==> src/rtl/keypad_scan_encoder.sv <==
// 4x4 keypad column scanner and key encoder behind the debounce stage.
// Optional auto-repeat while a key is held: define KEY_REPEAT_EN.
module keypad_scan_encoder #(
  parameter int unsigned SCAN_DIV    = 1000,
  parameter int unsigned RELEASE_CYC = 16,
  parameter int unsigned REPEAT_CYC  = 500000
) (
  input  logic       clk,
  input  logic       rst,
  input  logic [3:0] filas_in,
  input  logic       enable,
  output logic [3:0] columnas_out,
  output logic [3:0] key_code,
  output logic       key_valid
);

  localparam int DW_W = $clog2(SCAN_DIV);
  localparam int RW_W = $clog2(RELEASE_CYC + 1);
  localparam logic [DW_W-1:0] DWELL_LAST = DW_W'(SCAN_DIV - 1);
  localparam logic [RW_W-1:0] REL_LAST   = RW_W'(RELEASE_CYC - 1);

  typedef enum logic {S_SCAN, S_HOLD} state_t;

  state_t          state_q, state_d;
  logic [1:0]      col_q, col_d;
  logic [DW_W-1:0] dwell_q, dwell_d;
  logic [RW_W-1:0] rel_q, rel_d;
  logic [3:0]      code_q, code_d;
  logic            valid_q, valid_d;
  logic [1:0]      low_row;
  logic            rows_idle;

  function automatic logic [3:0] encode_key(input logic [1:0] row, input logic [1:0] col);
    logic [3:0] code;
    case ({row, col})
      4'h0: code = 4'h1;  4'h1: code = 4'h2;  4'h2: code = 4'h3;  4'h3: code = 4'hA;
      4'h4: code = 4'h4;  4'h5: code = 4'h5;  4'h6: code = 4'h6;  4'h7: code = 4'hB;
      4'h8: code = 4'h7;  4'h9: code = 4'h8;  4'hA: code = 4'h9;  4'hB: code = 4'hC;
      4'hC: code = 4'hE;  4'hD: code = 4'h0;  4'hE: code = 4'hF;  default: code = 4'hD;
    endcase
    return code;
  endfunction

  function automatic logic [1:0] lowest_row(input logic [3:0] rows);
    if (!rows[0])      return 2'd0;
    else if (!rows[1]) return 2'd1;
    else if (!rows[2]) return 2'd2;
    else               return 2'd3;
  endfunction

  assign low_row   = lowest_row(filas_in);
  assign rows_idle = (filas_in == 4'b1111);

`ifdef KEY_REPEAT_EN
  localparam int RP_W = $clog2(REPEAT_CYC + 1);
  localparam logic [RP_W-1:0] RPT_LAST = RP_W'(REPEAT_CYC - 1);
  logic [RP_W-1:0] rpt_q, rpt_d;
  logic [1:0]      row_q, row_d;
`else
  if (REPEAT_CYC == 0) begin : g_repeat_unused
  end
`endif

  always_comb begin
    state_d = state_q;
    col_d   = col_q;
    dwell_d = dwell_q;
    rel_d   = rel_q;
    code_d  = code_q;
    valid_d = 1'b0;
`ifdef KEY_REPEAT_EN
    rpt_d   = rpt_q;
    row_d   = row_q;
`endif
    unique case (state_q)
      S_SCAN: begin
        // Rows are only trusted at the end of the dwell, after the column settled.
        if (dwell_q == DWELL_LAST) begin
          dwell_d = '0;
          if (enable && !rows_idle) begin
            code_d  = encode_key(low_row, col_q);
            valid_d = 1'b1;
            rel_d   = '0;
            state_d = S_HOLD;
`ifdef KEY_REPEAT_EN
            rpt_d   = '0;
            row_d   = low_row;
`endif
          end else begin
            col_d = col_q + 2'd1;
          end
        end else begin
          dwell_d = dwell_q + 1'b1;
        end
      end
      S_HOLD: begin
        if (rows_idle) begin
          if (rel_q == REL_LAST) begin
            state_d = S_SCAN;
            rel_d   = '0;
            dwell_d = '0;
            col_d   = col_q + 2'd1;
          end else begin
            rel_d = rel_q + 1'b1;
          end
        end else begin
          rel_d = '0;
        end
`ifdef KEY_REPEAT_EN
        if (!rows_idle && low_row == row_q) begin
          if (rpt_q == RPT_LAST) begin
            valid_d = 1'b1;
            rpt_d   = '0;
          end else begin
            rpt_d = rpt_q + 1'b1;
          end
        end else begin
          rpt_d = '0;
        end
`endif
      end
      default: state_d = S_SCAN;
    endcase
  end

  always_ff @(posedge clk) begin
    if (rst) begin
      state_q <= S_SCAN;
      col_q   <= 2'd0;
      dwell_q <= '0;
      rel_q   <= '0;
      code_q  <= 4'h0;
      valid_q <= 1'b0;
`ifdef KEY_REPEAT_EN
      rpt_q   <= '0;
      row_q   <= 2'd0;
`endif
    end else begin
      state_q <= state_d;
      col_q   <= col_d;
      dwell_q <= dwell_d;
      rel_q   <= rel_d;
      code_q  <= code_d;
      valid_q <= valid_d;
`ifdef KEY_REPEAT_EN
      rpt_q   <= rpt_d;
      row_q   <= row_d;
`endif
    end
  end

  assign columnas_out = ~(4'b0001 << col_q);
  assign key_code     = code_q;
  assign key_valid    = valid_q;

endmodule
==> config.mk <==
export PLATFORM = sky130hd
export DESIGN_NAME = keypad_scan_encoder
export DESIGN_NICKNAME = d
export VERILOG_FILES = /design/src/rtl/keypad_scan_encoder.sv
export SDC_FILE = /design/constraint.sdc
export NUM_CORES = 1
export LEC_CHECK = 0
export CAP_MARGIN = 0
export CORE_MARGIN = 8
export CORE_UTILIZATION = 49
export DETAILED_ROUTE_END_ITERATION = 6
export PLACE_DENSITY = 0.72
export RECOVER_POWER = 25
export SETUP_SLACK_MARGIN = 0.02
export SYNTH_ARGS = -nofsm -noshare
export SYNTH_HDL_FRONTEND = slang
export SYNTH_SLANG_ARGS = --single-unit
==> constraint.sdc <==
create_clock -name clk -period 4.8 [get_ports clk]
set_input_delay 0.96 -clock clk [delete_from_list [all_inputs] [get_ports clk]]
set_output_delay 0.96 -clock clk [all_outputs]
set_load 0.02 [all_outputs]
[Yosys cells after proc, flatten, opt, wreduce, memory -nomap -nowiden]
Memories as Yosys holds them, arrays and structs flattened. A register that Yosys moved wholly into a read port is not among the register bits.
Index checks and enable logic that the tools add are counted.
Word-level totals
  flip-flop bits (word level): 19
  ROM bits: 64
  input port bits: 7
  output and inout bits: 9
  word-level logic and storage cells: 49
  memories: 1
Memory list
  (name not given): words 16, width 4, rd ports 1, clocked after Yosys merged registers in 1, wr ports 0, line 35  | case ({row, col})
Operators by class
  add/subtract/negate cells: 3
  equal/unequal tests: 8
  shift operators: 1
  multiplexer cells: 22
  bitwise operators: 2
  reduce and logical (&&, ||, !) cells: 7
Operators with widths (count)
  $mux W10: 3
  $mux W5: 4
  $pmux W10 S2: 1
  $mux W2: 6
  $add A10 B1 Y10 const B: 1
  $eq A10 B10 Y1 const B: 1
  $pmux W5 S2: 1
  $ne A2 B2 Y1 const B: 3
  $add A5 B1 Y5 const B: 1
  $eq A5 B4 Y1 const B: 1
  $mux W1: 5
  $eq A4 B4 Y1 const B: 1
  $ne A2 B1 Y1 const B: 2
  $not A4 Y4: 1
  $pmux W2 S2: 1
  $reduce_and A2 Y1: 2
  $reduce_and A4 Y1: 1
  $shl A1 B2 Y4 const A: 1
  $reduce_and A3 Y1: 1
  $add A2 B1 Y2 const B: 1
  $pmux W1 S2: 1
  $reduce_or A2 Y1: 1
  $logic_and A1 B1 Y1: 1
  $logic_not A1 Y1: 1
  $not A1 Y1: 1

[Longest topological paths before layout]
  depth after elaboration: 6
  gate-level depth with buffers: 7
  mapped depth without buffers: 7

[Worst setup path after synthesis]
OpenSTA, ideal clock, no wires.
  path type: in2reg
  start: input port filas_in[1]
  end: register state_q
  library setup time: 0.123 ns
  arrival: 1.986 ns
  data required time: 4.677 ns
  setup slack: 2.690 ns
  stages on the path: 5
  buffers on the path: 1
  cells stage by stage: clkbuf_1 -> and4_1 -> a21bo_2 -> nor2_1 -> or2_2
On the way
  word-level cells in the longest chain between the ends: 6
  elaborated cells on any way between the ends: 7
  classes of those cells: eq/ne (1); mux (4); reduce/logical (2)
RTL lines
  start, declared: line 10  | input logic [3:0] filas_in,
  $eq A4 B4 Y1 (*): line 52  | assign rows_idle = (filas_in == 4'b1111);
  $logic_not A1 Y1: line 80  | if (enable && !rows_idle) begin
  $logic_and A1 B1 Y1: line 80
  $mux W1: line 80
  $mux W1
  $pmux W1 S2 (*): line 75  | unique case (state_q)
  end signal, assigned: line 139  | state_q <= state_d;
  end, declared: line 24  | state_t state_q, state_d;
Every way passes the cells marked *; elsewhere a longest branch is shown, timed or not.
A chain may end at the register's enable or synchronous reset.

[Worst setup path after layout]
  start: register col_q[1]
  end: output port columnas_out[1]
On the way
  word-level cells in the longest chain between the ends: 2
RTL lines
  start, declared: line 25  | logic [1:0] col_q, col_d;
  start signal, assigned: line 140  | col_q <= col_d;
  $shl A1 B2 Y4: line 152  | assign columnas_out = ~(4'b0001 << col_q);
  $not A4 Y4: line 152
  end, declared: line 12  | output logic [3:0] columnas_out,
Every way passes these cells.

==> impl_metrics.tcl <==
set metrics [dict create \
    area_delta_synth_final_pct 13.8 \
    ys_seq_area_share_pct 36.5 \
    cp.arrival_ns 1.86 \
    p_total_mw 0.307 \
    register_area_um2 460 \
    die_x_um 66.7 \
    cts_buffers 3 \
    synth_area_leaders "dfxtp_1 (37%), ha_1 (7.9%), nor2_1 (7.1%)" \
    status "completed" \
    hold_viol 0 \
    dp_hpwl_um 1960 \
    final_cell_mix "nor2_1 (24), dfxtp_1 (23), nand2_1 (13), clkdlybuf4s50_1 (13), o21ai_0 (12)" \
    grt_pass1_wl_um 4530 \
    worstSkewPairLatency_ns 0.31 \
    cts_setup_buffers 0 \
    core-area_mm2 0.00245 \
    hold_path.class "reg -> reg" \
    crit_required_ns 3.84 \
    grt-ovfl-total 0 \
    die_area_mm2 0.00445 \
    clock-sinks 23 \
    leakagePower_nw 0.545 \
    powerDensity_mw_per_mm2 214 \
    wire_per_inst_um 13.1 \
    power.switching_fraction_pct 24.1 \
    syn-num-nets 172 \
    first_iter_violations 79 \
    ios 16 \
    postCtsHoldBufs 0 \
    p_switching_mw 0.0740 \
    syn_area_mm2 0.00126 \
    port_buffers 15 \
    start_util_pct 51.4 \
    vias 1125 \
    die_h_um 66.7 \
    fin_nets 186 \
    root_buffer "clkbuf_4" \
    grt_pass1_vias 1096 \
    synth_adder_area_share_pct 7.94 \
    drive_gt1_share_pct 4.71 \
    ys_seq_elements 23 \
    fin_area_mm2 0.00144 \
    synth_compound_area_share_pct 20.7 \
    yosys.area.top_type_share_pct 36.5 \
    cts.htree.levels 1 \
    vias_per_cell 5.63 \
    synth_cells 157 \
    tritoncts "done" \
    worstPathMaxFanout 8 \
    layout_min_cycle_time_ns 2.82 \
    combPwrFrac_pct 6.5 \
    worstMarginPinSlew_ns 0.714 \
    clock.fmax_ghz 0.355 \
    finalSetupViolations 0 \
    skew_ns 0.00482 \
    dpl-instance-area_mm2 0.00142 \
    ant_nets 0 \
    fillers 233 \
    critPathLaunchType "register" \
    syn_area_per_cell_um2 8.03 \
    critPathKind "reg -> out" \
    tns_ns 0 \
    p_clk_share_pct 29.9 \
    gp_congestion 0.841 \
    yosysWarnings 0 \
    grt.total_usage_pct 12.5 \
    synthMuxAreaShare_pct 3.17 \
    rsz0062_at_grt "no" \
    p_int_mw 0.233 \
    routed_wl_um 2620 \
    final_common_cell "nor2_1" \
    synth_xor_area_share_pct 0.694 \
    yosys.area.top_type "dfxtp_1" \
    clk_pin_slew_ns 0.13 \
    synth_top_family_by_area "simple AND/OR/NAND/NOR gates" \
    cap_violations 0 \
    final_util_pct 58.5 \
    ir_drop_uv 149 \
    final_max_slew_viol_count 0 \
    fin_crit_sh_pct 58.7 \
    cts.path.max_buffers 2 \
    grt_start_max_net_pins 19 \
    hold_ws_ns 0.481 \
    num_rows 18 \
    drtPass1Iterations 4 \
    cts_resized 0 \
    drc 0 \
    multi_input_area_um2 729 \
    p_seq_share_pct 63.5 \
    synthSimpleGateAreaFrac_pct 26.2 \
    slew_headroom_pct 52.0 \
    ys_types 37 \
    grt_antenna_before_repair 0 \
    crit_path_end_kind "output pin" \
    diodes 0 \
]
==> final cells by class <==
cell class / count / share of cell area, %
inverter: 8 / 2.09
tap: 30 / 2.62
sequential: 23 / 32.1
clock buffer: 3 / 1.57
timing repair buffer: 15 / 10.5
clock inverter: 1 / 0.349
multi-input combinational: 120 / 50.8
==> critical path: stages (launching register included) <==
cell,delay (ns)
dfxtp_1,0.51
inv_1,0.13
ha_1,0.21
inv_1,0.09
clkdlybuf4s50_1,0.61
==> logic make-up after synthesis <==
| group | count (synthesis) |
|---|---|
| and+or+nand+nor | 65 |
| buffers and inverters | 14 |
| AOI/OAI and AO/OA | 42 |
| DFF | 23 |
| muxes | 4 |
| adders and majority gates | 8 |
| xor gates and xnor gates | 1 |
==> worst paths after layout <==
check	start	to	slack, ns	cells after the start
min	key_code[2]	key_code[2]	0.48	2
min reg2reg	key_code[2]	key_code[2]	0.48	2
max reg2reg	dwell_q[0]	key_code[0]	2.39	6
max	col_q[1]	columnas_out[1]	1.98	4
==> power groups by stage <==
stage	sequential, mW	clock (mW)	combinational [mW]
2_1_floorplan	0.199	0	0.0134
3_3_place_gp	0.199	0	0.0199
3_5_place_dp	0.200	0	0.0205
4_1_cts	0.195	0.0956	0.0206
5_1_grt	0.196	0.107	0.0226
6_report	0.195	0.0920	0.0200
==> state kept, by name, indices dropped and copies added (netlist names) <==
register,flops
rel_q,5
state_q,1
key_valid,1
col_q,2
key_code,4
dwell_q,10
==> synthesized netlist by cell type, drive strengths merged <==
master,number
clkbuf,5
nand2b,3
o31ai,3
dfxtp,23
o31a,1
a211oi,4
and4b,1
nand3,6
a31oi,4
nand4,3
ha,8
and4,1
or2,1
mux2i,4
nor4,1
o211ai,1
nor3b,2
or3,2
nor3,5
nand4b,1
nor2,24
xnor2,1
buf,1
nand2,13
a21bo,1
a21oi,11
o21bai,1
a32o,1
and2,1
a22oi,2
inv,8
a311oi,1
nor2b,1
o21ai,12
==> stage by stage <==
stage	cells	setup WS, ns
2_1_floorplan	157	2.69
3_3_place_gp	196	2.00
3_5_place_dp	196	1.94
5_1_grt	200	1.86
6_report	200	1.98
4_1_cts	200	1.97
==> metal layers <==
metal  track usage (%)  part of all wire, %  up-vias
li1                  -                    -      585
met1              14.3                   48      514
met2              21.5                   45       21
met3              2.52                  4.5        5
met4              6.40                  2.0        0
met5                 0                    0        -
No activity file was read; power rests on OpenSTA's default activity.
==> RTL change (same settings) <==
The parameter `SCAN_DIV` goes from 1000 to 500.
--- a/src/rtl/keypad_scan_encoder.sv
+++ b/src/rtl/keypad_scan_encoder.sv
@@ -1,7 +1,7 @@
 // 4x4 keypad column scanner and key encoder behind the debounce stage.
 // Optional auto-repeat while a key is held: define KEY_REPEAT_EN.
 module keypad_scan_encoder #(
-  parameter int unsigned SCAN_DIV    = 1000,
+  parameter int unsigned SCAN_DIV    = 500,
   parameter int unsigned RELEASE_CYC = 16,
   parameter int unsigned REPEAT_CYC  = 500000
 ) (
Function: same outputs for any inputs over 10 cycles, from zero or initial values and one cycle with rst high; that may be too few to reach the edited logic, so the function may still have changed.
==> RTL change against the unedited design <==
Die area increased by 1.4%. Routed wire length down 0.69%. First-iteration DRC count decreased by 14%. Setup slack gained 0.065 ns. Utilization decreased by 0.13 points. Area after synthesis is 1.8% higher. Count of clock-buffer cells in the layout grew 1. Clock skew up 0.0028 ns. Critical path depth stayed put. Sequential cell count decreased by 1. Total power grew 1.5%. Design area increased by 0.70%. Critical path type unchanged.
==> RTL change: results (changes against the unedited design) <==
stage,metric,value,unit,change
run_status,status,completed,,unchanged
sta,finClkSkew,0.007654,ns,was 0.004822 ns
clock_network,clock_latency,0.31,ns,about the same
routing,drtIter0Drc,68,,was 79
finish,final_nets,176,,was 186
clock_network,htree_levels,1,,unchanged
sta,hold-worst-slack,0.4625,ns,was 0.4808 ns
grt,antenna_found_initial,0,,unchanged
worst_hold_path,hold_depth,2,,unchanged
grt,grt_pass1_wl,4.278,mm,was 4.526 mm
sta,relSlewSlack,57.71,%,was 52.02%
clock_network,cts_buffer_depth,2,,unchanged
finish,drive_gt1_share,6.875,%,was 4.706%
place,dp.cells,186,,was 196
worst_hold_path,min_from,key_code[2],,unchanged
finish,largest_register_ffs,9,,was 10
power,leakage,0.5642,nW,was 0.5453 nW
synthesis,synth.avg_cell_area,8.674,sq um,was 8.033 sq um
power,ir_drop,0.3022,mV,was 0.1490 mV
clock_network,cts_setup_buffers,0,,unchanged
routing,via_per_inst,5.621,,was 5.625
routing,drt-total-wl,2.604,mm,was 2.622 mm
place,finalWeightedCongestion,0.8523,,was 0.8413
finish,diodes,0,,unchanged
clock_network,clk_pin_slew,0.12,ns,
synthesis,ys_warn_count,0,,unchanged
synthesis,ys_seq_area_share,34.31,%,was 36.51%
worst_setup_path,r2r_end,key_code[0],,unchanged
worst_setup_path,r2r_cells,5,,was 6
synthesis,syn_nets,163,,was 172
worst_setup_path,r2r_slack,2.82,ns,was 2.39 ns
clock_network,cts_resized,0,,unchanged
grt,grt_max_degree,18,,was 19
place,post-place-ws,2.036,ns,was 1.938 ns
clock_network,clockRootBuffer,clkbuf_4,,unchanged
synthesis,synth.top_cells.by_count,"dfxtp_1, nor2_1, a21oi_1, nand2_1",,"was nor2_1, dfxtp_1, nand2_1, o21ai_0, a21oi_1"
worst_hold_path,min_path_type,register to register,,unchanged
worst_setup_path,cp.arrival,1.79,ns,was 1.86 ns
place,io_buffers,15,,unchanged
synthesis,yosysUniqueCellTypes,46,,was 37
grt,grt.total_usage,11.83,%,was 12.54%
grt,grt_pass1_vias,945,,was 1096
worst_hold_path,holdPathEnd,key_code[2],,unchanged
finish,fill_cells,245,,was 233
synthesis,synth_area_leaders,"dfxtp_1, ha_1, a21oi_1",,"was dfxtp_1, ha_1, nor2_1"
place,hpwl,1.970,mm,was 1.961 mm
routing,first_pass_iters,4,,unchanged
routing,vias,1068,,was 1125
worst_setup_path,cp_max_fo,7,,was 8
[RTL change: critical path, cell delays in order (launching register included)]
cell	delay, ns
dfxtp_1	0.46
inv_1	0.16
ha_1	0.24
inv_1	0.05
clkdlybuf4s50_1	0.59
[RTL change: kinds of logic after synthesis]
kind of cell,share of synthesized area [%]
buffers and inverters,5.848
AND/OR/NAND/NOR,26.51
flip-flops,34.31
XOR/XNOR,0.6824
AO/OA/AOI/OAI,22.32
adder cells (fa/ha/maj),7.798
multiplexers,2.534
[RTL change: final cells by class]
class / instances / share of cell area (%)
multi-input cells: 110 / 51.69
well taps: 30 / 2.597
repair buffers: 15 / 10.39
inverters: 9 / 2.338
flip-flops and latches: 22 / 30.48
clock buffers: 4 / 2.511
[RTL change: power breakdown]
group	internal [mW]	switching [mW]	total, mW
logic	0.0104	0.0124	0.0227
clock network	0.0463	0.0539	0.100
registers	0.185	0.00367	0.189
[RTL change: per-layer routing]
layer  vias up  track usage [%]  part of all wire, %
li1        571                -                    -
met1       476            15.53                   52
met2        19            18.76                   43
met3         2            4.139                  4.5
met4         0            1.567                 0.38
met5         -                0                    0
[RTL change: stage by stage]
step | util (%) | total power [mW] | instance area (sq um)
finish | 58.33 | 0.3120 | 1445
global placement | 57.73 | 0.2161 | 1430
floorplan | - | 0.2079 | 1284
CTS | 59.19 | 0.3171 | 1466
global route | 58.33 | 0.3254 | 1445
detailed placement | 57.73 | 0.2168 | 1430
[RTL change: how the worst max path moves through the flow]
stage / start / to / slack [ns]
3_3_place_gp: rst / dwell_q[5] / 2.12
6_report: col_q[0] / columnas_out[0] / 2.05
3_5_place_dp: rst / dwell_q[6] / 2.04
2_1_floorplan: filas_in[1] / col_q[1] / 2.74
4_1_cts: col_q[0] / columnas_out[0] / 2.03
5_1_grt: col_q[0] / columnas_out[0] / 1.94
